===== config.mk =====
export PLATFORM = sky130hd
export DESIGN_NAME = mem_access_unit
export DESIGN_NICKNAME = d
export VERILOG_FILES = /design/src/rtl/mem_pkg.sv /design/src/rtl/mem_align.sv /design/src/rtl/mem_access_unit.sv
export SDC_FILE = /design/constraint.sdc
export NUM_CORES = 1
export LEC_CHECK = 0
export CAP_MARGIN = 20
export CORE_UTILIZATION = 46
export CTS_CLUSTER_SIZE = 14
export DETAILED_ROUTE_END_ITERATION = 7
export PLACE_DENSITY = 0.85
export SLEW_MARGIN = 10
export SYNTH_ARGS = -nofsm -noshare
export SYNTH_HDL_FRONTEND = slang
export SYNTH_SLANG_ARGS = --single-unit

===== constraint.sdc =====
create_clock -name clk_i -period 4.2 [get_ports clk_i]
set_clock_uncertainty 0.2 [all_clocks]
set_input_delay 0.84 -clock clk_i [delete_from_list [all_inputs] [get_ports clk_i]]
set_output_delay 0.84 -clock clk_i [all_outputs]
set_load 0.005 [all_outputs]

===== src/rtl/mem_pkg.sv =====
// Shared definitions for the MEM stage: op encodings, FSM states and op helpers.
package mem_pkg;

  localparam int MEM_ADDR_W = 14;

  typedef enum logic [3:0] {
    MEM_NONE = 4'd0,
    MEM_LW   = 4'd1,
    MEM_LH   = 4'd2,
    MEM_LHU  = 4'd3,
    MEM_LB   = 4'd4,
    MEM_LBU  = 4'd5,
    MEM_SW   = 4'd6,
    MEM_SH   = 4'd7,
    MEM_SB   = 4'd8
  } mem_op_e;

  typedef enum logic [0:0] {
    ST_IDLE  = 1'b0,
    ST_MERGE = 1'b1
  } mau_state_e;

  function automatic logic is_load(input logic [3:0] op);
    return (op == MEM_LW) || (op == MEM_LH) || (op == MEM_LHU) ||
           (op == MEM_LB) || (op == MEM_LBU);
  endfunction

  function automatic logic is_store(input logic [3:0] op);
    return (op == MEM_SW) || (op == MEM_SH) || (op == MEM_SB);
  endfunction

  // Stores that need a read-modify-write because the RAM writes whole words only
  function automatic logic is_sub_word(input logic [3:0] op);
    return (op == MEM_SH) || (op == MEM_SB);
  endfunction

  // Anything above MEM_SB is an undefined op and is treated as a bubble
  function automatic logic is_known(input logic [3:0] op);
    return op <= MEM_SB;
  endfunction

  function automatic logic is_misaligned(input logic [3:0] op, input logic [1:0] lo);
    logic bad;
    bad = 1'b0;
    case (op)
      MEM_LW, MEM_SW:          bad = (lo != 2'b00);
      MEM_LH, MEM_LHU, MEM_SH: bad = lo[0];
      default:                 bad = 1'b0;
    endcase
    return bad;
  endfunction

endpackage


===== src/rtl/mem_align.sv =====
// Byte-lane handling: load lane select with sign/zero extension, and sub-word store merge.
module mem_align
  import mem_pkg::*;
(
  input  logic [3:0]  op,
  input  logic [1:0]  byte_sel,
  input  logic [31:0] ram_word,
  input  logic [15:0] store_data,
  output logic [31:0] load_data,
  output logic [31:0] merge_word
);

  logic [7:0]  lanes [4];
  logic [7:0]  sel_byte;
  logic [15:0] sel_half;

  // Per-lane split of the old word and replacement of the lanes a SB/SH hits
  genvar gi;
  generate
    for (gi = 0; gi < 4; gi++) begin : g_lane
      logic       lane_hit;
      logic [7:0] lane_new;

      assign lanes[gi] = ram_word[8*gi +: 8];
      assign lane_hit  = ((op == MEM_SB) && (byte_sel == 2'(gi))) ||
                         ((op == MEM_SH) && (byte_sel[1] == 1'(gi / 2)));
      // SB always writes data byte 0; SH writes data byte (lane mod 2)
      assign lane_new  = (op == MEM_SB) ? store_data[7:0] : store_data[8*(gi % 2) +: 8];
      assign merge_word[8*gi +: 8] = lane_hit ? lane_new : lanes[gi];
    end
  endgenerate

  // Load extract and extend
  always_comb begin
    sel_byte  = lanes[byte_sel];
    sel_half  = byte_sel[1] ? ram_word[31:16] : ram_word[15:0];
    load_data = ram_word;
    case (op)
      MEM_LH:  load_data = {{16{sel_half[15]}}, sel_half};
      MEM_LHU: load_data = {16'h0000, sel_half};
      MEM_LB:  load_data = {{24{sel_byte[7]}}, sel_byte};
      MEM_LBU: load_data = {24'h000000, sel_byte};
      default: load_data = ram_word;
    endcase
  end

endmodule


===== src/rtl/mem_access_unit.sv =====
// MEM pipeline stage: word RAM access, load extension, 2-cycle RMW for SB/SH, MEM/WB register.
module mem_access_unit
  import mem_pkg::*;
#(
  parameter int ADDR_W = MEM_ADDR_W
) (
  input  logic              clk_i,
  input  logic              rst_n_i,
  input  logic              ex_valid_i,
  input  logic [3:0]        ex_op_i,
  input  logic [31:0]       ex_addr_i,
  input  logic [31:0]       ex_wdata_i,
  input  logic [4:0]        ex_rd_i,
  input  logic              ex_regwrite_i,
  output logic              stall_o,
  output logic              ram_wen_o,
  output logic [ADDR_W-1:0] ram_adr_o,
  output logic [31:0]       ram_dat_o,
  input  logic [31:0]       ram_dat_i,
  output logic              wb_valid_o,
  output logic              wb_regwrite_o,
  output logic [4:0]        wb_rd_o,
  output logic [31:0]       wb_data_o,
  output logic              addr_err_o
);

  mau_state_e        state_reg;
  logic [31:0]       merge_word_reg;
  logic [ADDR_W-1:0] merge_adr_reg;
  logic [4:0]        merge_rd_reg;

  logic              op_known;
  logic              op_mem;
  logic              access_err;
  logic              accept_ok;
  logic [ADDR_W-1:0] word_adr;
  logic [31:0]       load_data;
  logic [31:0]       merge_word;

  assign op_known   = is_known(ex_op_i);
  assign op_mem     = is_load(ex_op_i) || is_store(ex_op_i);
  assign access_err = op_mem && (is_misaligned(ex_op_i, ex_addr_i[1:0]) ||
                                 (|ex_addr_i[31:ADDR_W]));
  assign accept_ok  = (state_reg == ST_IDLE) && ex_valid_i && op_mem && !access_err;
  assign word_adr   = {ex_addr_i[ADDR_W-1:2], 2'b00};

  // Stall only the first (read) half of a sub-word store; reset forces it low
  assign stall_o = rst_n_i && accept_ok && is_sub_word(ex_op_i);

  mem_align u_align (
    .op         (ex_op_i),
    .byte_sel   (ex_addr_i[1:0]),
    .ram_word   (ram_dat_i),
    .store_data (ex_wdata_i[15:0]),
    .load_data  (load_data),
    .merge_word (merge_word)
  );

  // RAM port drive; gated by reset so an in-flight merge write is dropped at once
  always_comb begin
    ram_wen_o = 1'b0;
    ram_adr_o = '0;
    ram_dat_o = '0;
    if (rst_n_i) begin
      if (state_reg == ST_MERGE) begin
        ram_wen_o = 1'b1;
        ram_adr_o = merge_adr_reg;
        ram_dat_o = merge_word_reg;
      end else if (accept_ok) begin
        ram_adr_o = word_adr;
        if (ex_op_i == MEM_SW) begin
          ram_wen_o = 1'b1;
          ram_dat_o = ex_wdata_i;
        end
      end
    end
  end

  // FSM plus MEM/WB register; status bits default to a bubble each cycle
  always_ff @(posedge clk_i or negedge rst_n_i) begin
    if (!rst_n_i) begin
      state_reg      <= ST_IDLE;
      merge_word_reg <= '0;
      merge_adr_reg  <= '0;
      merge_rd_reg   <= '0;
      wb_valid_o     <= 1'b0;
      wb_regwrite_o  <= 1'b0;
      wb_rd_o        <= '0;
      wb_data_o      <= '0;
      addr_err_o     <= 1'b0;
    end else begin
      wb_valid_o    <= 1'b0;
      wb_regwrite_o <= 1'b0;
      addr_err_o    <= 1'b0;
      case (state_reg)
        ST_IDLE: begin
          if (ex_valid_i && op_known) begin
            if (access_err) begin
              wb_valid_o <= 1'b1;
              addr_err_o <= 1'b1;
              wb_rd_o    <= ex_rd_i;
            end else if (ex_op_i == MEM_NONE) begin
              wb_valid_o    <= 1'b1;
              wb_regwrite_o <= ex_regwrite_i;
              wb_rd_o       <= ex_rd_i;
              wb_data_o     <= ex_addr_i;
            end else if (is_load(ex_op_i)) begin
              wb_valid_o    <= 1'b1;
              wb_regwrite_o <= ex_regwrite_i;
              wb_rd_o       <= ex_rd_i;
              wb_data_o     <= load_data;
            end else if (ex_op_i == MEM_SW) begin
              wb_valid_o <= 1'b1;
              wb_rd_o    <= ex_rd_i;
            end else begin
              // SH/SB: the old word was read this cycle; keep the merged result for next cycle
              merge_word_reg <= merge_word;
              merge_adr_reg  <= word_adr;
              merge_rd_reg   <= ex_rd_i;
              state_reg      <= ST_MERGE;
            end
          end
        end
        ST_MERGE: begin
          wb_valid_o <= 1'b1;
          wb_rd_o    <= merge_rd_reg;
          state_reg  <= ST_IDLE;
        end
        default: state_reg <= ST_IDLE;
      endcase
    end
  end

endmodule


# Yosys cells after proc, flatten, opt, wreduce, memory -nomap -nowiden
# Index checks and enable logic that the tools add are counted.
dict set report word_totals {
  reg_bits 90
  in_bits 109
  output_inout_bits 88
  word_cells 117
}
dict set report classes {
  n_lt_le_gt_ge 2
  n_eq_ne 13
  muxes 49
  bitwise_logic 7
  reduce_logical 37
}
# operator count
set ops {}
lappend ops {{32-bit 2-to-1 mux} 6}
lappend ops {{32-bit one-hot mux with 4 select lines} 1}
lappend ops {{8-bit 2-to-1 mux} 7}
lappend ops {{14-bit 2-to-1 mux} 3}
lappend ops {{5-bit 2-to-1 mux} 5}
lappend ops {{1-bit 2-to-1 mux} 21}
lappend ops {{18-bit OR reduction} 1}
lappend ops {{8-bit binary-select mux with 2-bit select} 1}
lappend ops {{4-bit by 3-bit == test with 1-bit output (second input constant)} 4}
lappend ops {{16-bit 2-to-1 mux} 1}
lappend ops {{1-bit logical AND} 13}
lappend ops {{1-bit logical OR} 13}
lappend ops {{5-bit one-hot mux with 2 select lines} 1}
lappend ops {{4-bit by 2-bit == test with 1-bit output (second input constant)} 2}
lappend ops {{1-bit inverter} 6}
lappend ops {{1-bit one-hot mux with 2 select lines} 3}
lappend ops {{6-bit AND reduction} 1}
lappend ops {{5-bit by 4-bit != test with 1-bit output (second input constant)} 1}
lappend ops {{2-bit == test (second input constant)} 2}
lappend ops {{4-bit by 1-bit == test with 1-bit output (second input constant)} 1}
lappend ops {{4-bit == test (second input constant)} 1}
lappend ops {{4-bit <= comparator (second input constant)} 1}
lappend ops {{4-bit logical NOT} 1}
lappend ops {{4-bit AND reduction} 1}
lappend ops {{other kinds (10)} 11}

# Longest topological paths before layout
# Gate-level depths: netlist of the first run.
dict set report depth {
  ltp_word 12
  depth_mapped 8
}

# Cells and area by module
# Synthesis of the first run repeated with hierarchy kept, for this count alone.
dict set report unflattened {
  hier_cells 493
  area_unflattened_um2 5580.4
}
# mod instances cells_each area_each_um2
set by_module_without_submodules {}
lappend by_module_without_submodules {mem_access_unit 1 322 4488.1}
lappend by_module_without_submodules {mem_align 1 171 1092.3}

# Least setup slack after synthesis of the first run
# No wires, ideal clock.
dict set report synth_timing {
  path_type {input -> output}
  startpoint {input ex_op_i[0]}
  endpoint {output ram_dat_o[10]}
  arrival_time_ns 2.527
  required_ns 3.160
  slack_ns 0.633
  stages 6
  n_path_buf 2
  path_cell_list {buf_2 -> o2111a_1 -> or4_4 -> nor4_4 -> buf_6 -> a22o_1}
}
dict set report synth_via {
  elab_chain_cells 12
}
# item line
set synth_rtl {}
lappend synth_rtl {{start: declaration} mem_access_unit.sv:10} ;# input logic [3:0] ex_op_i,
lappend synth_rtl {{parallel branches: the longest is 9 deep, another holds 4-bit by 2-bit == test with 1-bit output} --}
lappend synth_rtl {{32-bit 2-to-1 mux (*)} mem_access_unit.sv:69} ;# end else if (accept_ok) begin
lappend synth_rtl {{32-bit 2-to-1 mux (*)} mem_access_unit.sv:65} ;# if (state_reg == ST_MERGE) begin
lappend synth_rtl {{32-bit 2-to-1 mux (*)} mem_access_unit.sv:64} ;# if (rst_n_i) begin
lappend synth_rtl {{end: declaration} mem_access_unit.sv:18} ;# output logic [31:0] ram_dat_o,
# Mark *: on every way between the ends.

# Final worst setup path of the first run
dict set report layout_timing {
  startpoint {input ex_addr_i[21]}
  endpoint {output ram_dat_o[12]}
}
dict set report layout_via {
  elab_chain_cells 8
}
# item line
set layout_rtl {}
lappend layout_rtl {{start: declaration} mem_access_unit.sv:11} ;# input logic [31:0] ex_addr_i,
lappend layout_rtl {{18-bit OR reduction} mem_access_unit.sv:43} ;# (|ex_addr_i[31:ADDR_W]));
lappend layout_rtl {{1-bit logical OR} mem_access_unit.sv:42} ;# assign access_err = op_mem && (is_misaligned(ex_op_i, ex_addr_i[1:0]) ||
lappend layout_rtl {{1-bit logical AND} mem_access_unit.sv:42}
lappend layout_rtl {{1-bit logical NOT} mem_access_unit.sv:44} ;# assign accept_ok = (state_reg == ST_IDLE) && ex_valid_i && op_mem && !access_err;
lappend layout_rtl {{1-bit logical AND} mem_access_unit.sv:44}
lappend layout_rtl {{32-bit 2-to-1 mux} mem_access_unit.sv:69}
lappend layout_rtl {{32-bit 2-to-1 mux} mem_access_unit.sv:65}
lappend layout_rtl {{32-bit 2-to-1 mux} mem_access_unit.sv:64}
# No other way between the ends.

==> results_dict.tcl, run 1 <==
set metrics [dict create \
    fp.dieArea_um2 12400 \
    row_count 39 \
    io_pins 197 \
    crit_family "simple AND/OR/NAND/NOR gates" \
    synth_cell_types 57 \
    r2r_slack_ps 1910 \
    setup_viol_count_final 0 \
    yosys_register_bits 90 \
    clockBufferDepth 2 \
    antenna_found_initial 0 \
    synthesis.area_um2 5510 \
    core_area_um2 11600 \
    layout_setup_ws_ps 35.7 \
    final_common_cell "clkdlybuf4s50_1" \
    leakage_nw 3.87 \
    die_w_um 111 \
    crit_path_frequent_cell "buf_4" \
    h-tree-depth 3 \
    critPathCapture "ram_dat_o[12]" \
    start_kind "input pin" \
    die_h_um 111 \
    drt-initial-drc-count 449 \
    rsz0062_at_grt "false" \
    ys.flop_type "dfrtp_1" \
    grt_max_degree 50 \
    drive_gt1_share_pct 28.2 \
    vdd_drop_max_mv 0.231 \
    final.min_clock_period_ps 4160 \
    max_freq_ghz 0.240 \
    crit_type "input pin to primary output" \
    syn_avg_cell_area_um2 10.5 \
    p_per_area_nw_per_um2 316 \
    finalCritPeriodShare_pct 99.1 \
    hold_buffers 0 \
    r2r_end "wb_data_o[20]$_DFFE_PN0P_" \
    crit_path_end_kind "primary output" \
    place_ws_ps -523 \
    seq_area_frac_synth_pct 40.8 \
    first_global_vias 5543 \
    clk_latency_ps 340 \
    avgRoutedWirePerCell_um 21.4 \
    worst-path-max-fanout 9 \
    synth_edf_count 0 \
    drc 14 \
    drt_pre_antenna_iters 8 \
    max_stage_delay_ps 590 \
    crit_arrival_ps 3120 \
    tritoncts "built" \
    path_depth 10 \
    cts_sinks 90 \
    worst_pin_slew_ps 635 \
    hold_path_class "flop to flop" \
    hold_viol_final 0 \
    postSynthCellCount 526 \
    cap_violations 0 \
    startpoint "ex_addr_i[21]" \
    ys_warn_count 0 \
    power_w 0.00258 \
    clkTransAtPathRegs_ps 60 \
    drv_slew 0 \
    vias 5405 \
    start_util_pct 47.7 \
    grt_pass1_wl_mm 30.1 \
    postLayoutCellArea_um2 8180 \
    routed_wl_mm 19.1 \
    timing.slew.headroom_pct 57.7 \
    critical_path.reg2reg.startpoint "state_reg$_DFF_PN0_" \
    antenna_cells 0 \
    path_cells "dlygate4sd2_1, nor4_2, nand2_1, or4_4, nor4_4, buf_4, buf_4, buf_12, a22o_1, clkdlybuf4s15_1" \
    grt_overflow 0 \
    reg2reg_depth 7 \
    numCtsBuffers 9 \
    layout_common_cells "129 x clkdlybuf4s50_1, 95 x mux2_2, 90 x dfrtp_1, 51 x buf_4, 44 x a22o_1" \
    status "finished with violations" \
    worstPathRequired_ps 3160 \
    io_buffers 194 \
    cp_slowest_cell "or4_4" \
    routed_via_density 6.06 \
    placed_area_um2 7740 \
    violations "DRC" \
    clockRootBuffer "clkbuf_16" \
    final_nets 853 \
    async_reset_ff_share_pct 100 \
    critical_path_buf_inv_count 5 \
    syn_to_final_growth_pct 48.4 \
    tns_ps 0 \
    hpwlAfterDp_mm 14.0 \
    place.gp.congestion 0.875 \
    drtAntennaViolNets 0 \
    grt_use_total_pct 31.2 \
]
-- synthesized netlist by cell type (all sizes together), types with 3 or more instances --
cell type / number / area [µm²]
mux2: 105 / 1180
dfrtp: 90 / 2250
a22o: 44 / 385
nor2: 39 / 146
nand2: 37 / 141
a21oi: 36 / 184
buf: 28 / 168
clkbuf: 17 / 63.8
mux2i: 16 / 160
a31oi: 13 / 81.3
o21ai: 12 / 63.8
inv: 10 / 37.5
a22oi: 9 / 67.6
nor4: 7 / 83.8
a2bb2oi: 5 / 43.8
nand3: 5 / 25.0
nor3: 5 / 25.0
o221ai: 5 / 43.8
nand2b: 4 / 25.0
nor2b: 4 / 25.0
nand3b: 3 / 22.5
-- area by class of cell --
type	count	area, µm²
Fill cell	856	3380
Multi-Input combinational cell	382	3070
Timing Repair Buffer	251	2280
Sequential cell	90	2250
Clock buffer	12	256
Tap cell	143	179
Clock inverter	4	97.6
Inverter	10	37.5
-- worst min-delay path by stage --
stage                                            from                        to  slack [ps]  cells past startpoint
after global placement    merge_rd_reg[3]$_DFFE_PN0P_    wb_rd_o[3]$_DFFE_PN0P_         260                      2
after global routing         wb_data_o[0]$_DFFE_PN0P_  wb_data_o[0]$_DFFE_PN0P_         320                      1
final                     merge_rd_reg[2]$_DFFE_PN0P_    wb_rd_o[2]$_DFFE_PN0P_         300                      2
after floorplan           merge_rd_reg[3]$_DFFE_PN0P_    wb_rd_o[3]$_DFFE_PN0P_         250                      2
after detailed placement  merge_rd_reg[4]$_DFFE_PN0P_    wb_rd_o[4]$_DFFE_PN0P_         280                      2
after CTS                 merge_rd_reg[4]$_DFFE_PN0P_    wb_rd_o[4]$_DFFE_PN0P_         300                      2
-- what timing repair did --
action / 4_1_cts / 5_1_grt
setup buffers: 12 / 1
resized for setup: 84 / 51
pin swaps: 15 / 3
setup endpoints to repair: 46 / 28
gates cloned: 3 / 0
endpoints found under the hold margin: 0 / 0
-- routing by layer --
| layer | track usage (%) | part of all wire, % | wire, µm |
|---|---|---|---|
| met5 | 0 | 0 | 0 |
| met4 | 11.1 | 2.5 | 485 |
| met3 | 5.77 | 7.3 | 1410 |
| met2 | 53.2 | 50 | 9470 |
| met1 | 39.8 | 41 | 7770 |
-- cells by family (layout without fill, tap and decap cells) --
family | Yosys count | in the layout | share of synthesized area, %
AO/OA/AOI/OAI | 136 | 136 | 17.7
multiplexers | 123 | 123 | 25.2
AND/OR/NAND/NOR | 120 | 120 | 11.1
flip-flops | 90 | 90 | 40.8
buffers and inverters | 55 | 277 | 4.88
other | 1 | 2 | 0.0680
XOR/XNOR | 1 | 1 | 0.159
-- worst min-delay path, stage by stage (launching register included) --
cell,delay (ps)
dfrtp_1,350
nand2_1,50
o221ai_1,60
-- power breakdown --
| part | internal [W] | switching [W] | leakage (nW) | total, W |
|---|---|---|---|---|
| clock network | 0.000614 | 0.000340 | 0.169 | 0.000954 |
| registers | 0.000958 | 0.0000522 | 1.20 | 0.00101 |
| logic | 0.000375 | 0.000244 | 2.50 | 0.000619 |
-- metrics by stage --
stage	utilization (%)	instances	hold slack [ps]
3_5_place_dp	66.9	860	284
2_1_floorplan	-	527	252
6_report	70.7	892	296
5_1_grt	70.7	892	321
4_1_cts	71.2	891	296
3_3_place_gp	66.9	860	259
Note: power is estimated with default switching activity, not from simulation.
==> run 2: changes to the inputs <==
Settings changed: CORE_UTILIZATION 46 to 41, PLACE_DENSITY 0.85 to 0.8.
Clock period 4.2 ns to 3.7 ns, I/O delays scaled along.
==> run 2 against run 1 <==
  * The flow finishes with violations (setup timing)
  * Clock power down 5.9%
  * Utilization decreased by 7.5 points
  * Final area increased by 2.0%
  * Critical path type unchanged
  * Total power rose by 6.5%
  * First-iteration DRC count fell by 13%
  * Highest routed layer unchanged
==> results_dict.tcl, run 2 (synthesized netlist as in run 1, its figures left out) <==
set metrics [dict create \
    clockRootBuffer "clkbuf_16" \
    drv_slew 0 \
    io_buffers 194 \
    grt_max_degree 48 \
    drive_gt1_share_pct 34.9 \
    timing.hold.ws_ps 289 \
    place.gp.congestion 0.893 \
    routed_via_density 5.62 \
    rsz0062_at_grt "true" \
    final.min_clock_period_ps 3820 \
    p_int_w 0.00205 \
    place_ws_ps -803 \
    hold_depth 2 \
    antenna_cells 0 \
    layout_common_cells "124 x clkdlybuf4s50_1, 95 x mux2_2, 90 x dfrtp_1, 58 x buf_4, 48 x buf_2" \
    antenna_found_initial 0 \
    tritoncts "built" \
    fp.dieArea_um2 13900 \
    routed_wl_mm 19.2 \
    crit_arrival_ps 2880 \
    hold_path_class "flop to flop" \
    layout_setup_ws_ps -120 \
    status "finished with violations" \
    io_pins 197 \
    drt_pre_antenna_iters 7 \
    max_freq_ghz 0.262 \
    core_area_um2 13200 \
    clkTransAtPathRegs_ps 60 \
    swShare_pct 25.6 \
    drt-initial-drc-count 390 \
    reg2reg_depth 7 \
    timing.slew.headroom_pct 53.1 \
    hpwlAfterDp_mm 14.1 \
    cts_sinks 90 \
    avgRoutedWirePerCell_um 20.3 \
    start_util_pct 41.8 \
    die_w_um 118 \
    vdd_drop_max_mv 0.185 \
    violations "setup timing" \
    clk_latency_ps 330 \
    finalCritPeriodShare_pct 103 \
    drtAntennaViolNets 0 \
    die_h_um 118 \
    p_comb_share_pct 25.6 \
    setup_viol_count_final 24 \
    clock_power_share_pct 32.7 \
    final_nets 874 \
    p_sw_w 0.000704 \
    crit_path_end_kind "primary output" \
    power_w 0.00275 \
    worstPathRequired_ps 2760 \
    leakage_nw 3.95 \
    row_count 42 \
    grt_pass1_wl_mm 29.3 \
    h-tree-depth 3 \
    drc 0 \
    tns_ps -1080 \
    placed_area_um2 7930 \
    grt_overflow 0 \
    syn_to_final_growth_pct 51.3 \
    start_kind "input pin" \
    seqPwrFrac_pct 41.7 \
    postLayoutCellArea_um2 8340 \
    cap_violations 0 \
    vias 5310 \
    worst_pin_slew_ps 704 \
    crit_type "input pin to primary output" \
    hold_viol_final 0 \
    hold_buffers 0 \
    grt_use_total_pct 27.6 \
    final_common_cell "clkdlybuf4s50_1" \
    p_per_area_nw_per_um2 330 \
    worst-path-max-fanout 3 \
    numCtsBuffers 9 \
    first_global_vias 5292 \
    clockBufferDepth 2 \
]
## run 2: changes by cell type in the layout (fill, tap and decap cells not counted), sizes merged
cell	change
clkdlybuf4s50	-5
dlygate4sd2	-30
bufinv	-3
buf	+72
clkbuf	-14
## run 2: timing repair
item | 4_1_cts | 5_1_grt
gates cloned | 5 | 0
pin swaps | 35 | 22
endpoints found under the setup margin | 46 | 46
buffers inserted | 18 | 2
resized for setup | 266 | 16
## run 2: final cells by class
class | instances | area (µm²)
inverter | 10 | 37.5
timing repair buffer | 272 | 2450
clock buffer | 14 | 284
sequential | 90 | 2250
multi-input combinational | 382 | 3090
tap | 176 | 220
fill | 1063 | 4850
clock inverter | 1 | 7.51
## run 2: worst paths after layout
path | startpoint | endpoint | slack [ps]
worst min register to register | merge_rd_reg[3]$_DFFE_PN0P_ | wb_rd_o[3]$_DFFE_PN0P_ | 290
worst max register to register | state_reg$_DFF_PN0_ | wb_data_o[0]$_DFFE_PN0P_ | 1550
max in group asynchronous | rst_n_i | wb_data_o[0]$_DFFE_PN0P_ | 1960
worst min-delay path | merge_rd_reg[3]$_DFFE_PN0P_ | wb_rd_o[3]$_DFFE_PN0P_ | 290
worst max-delay path | ex_addr_i[22] | ram_adr_o[8] | -120
min in group asynchronous | rst_n_i | merge_rd_reg[1]$_DFFE_PN0P_ | 330
## run 2: power groups by stage
stage | clock network (W) | logic (W) | registers, W
after floorplan | 0 | 0.000230 | 0.00116
after global placement | 0 | 0.000689 | 0.00116
after detailed placement | 0 | 0.000701 | 0.00116
after CTS | 0.000903 | 0.000705 | 0.00115
after global routing | 0.000943 | 0.000751 | 0.00116
final | 0.000898 | 0.000704 | 0.00115
## run 2: critical path, stage by stage
cell and delay [ps]:
buf_8 100, nor4_4 330, nand3_2 150, or4_4 600, buf_6 150, nor4_4 190
buf_4 200, buf_6 100, buf_6 80, a22o_1 120, buf_2 110
## run 2: per-stage QoR
| stage | cells | util (%) |
|---|---|---|
| floorplan | 527 | - |
| global placement | 907 | 60.1 |
| detailed placement | 907 | 60.1 |
| CTS | 945 | 63.6 |
| global route | 945 | 63.3 |
| finish | 945 | 63.3 |
## run 2: per-layer routing
| metal | routed length (µm) | GRT usage, % | up-vias |
|---|---|---|---|
| met5 | 0 | 0 | - |
| met2 | 8820 | 43.5 | 246 |
| met3 | 1250 | 5.18 | 57 |
| met1 | 8290 | 36.2 | 2571 |
| met4 | 791 | 13.8 | 0 |
| li1 | - | - | 2436 |
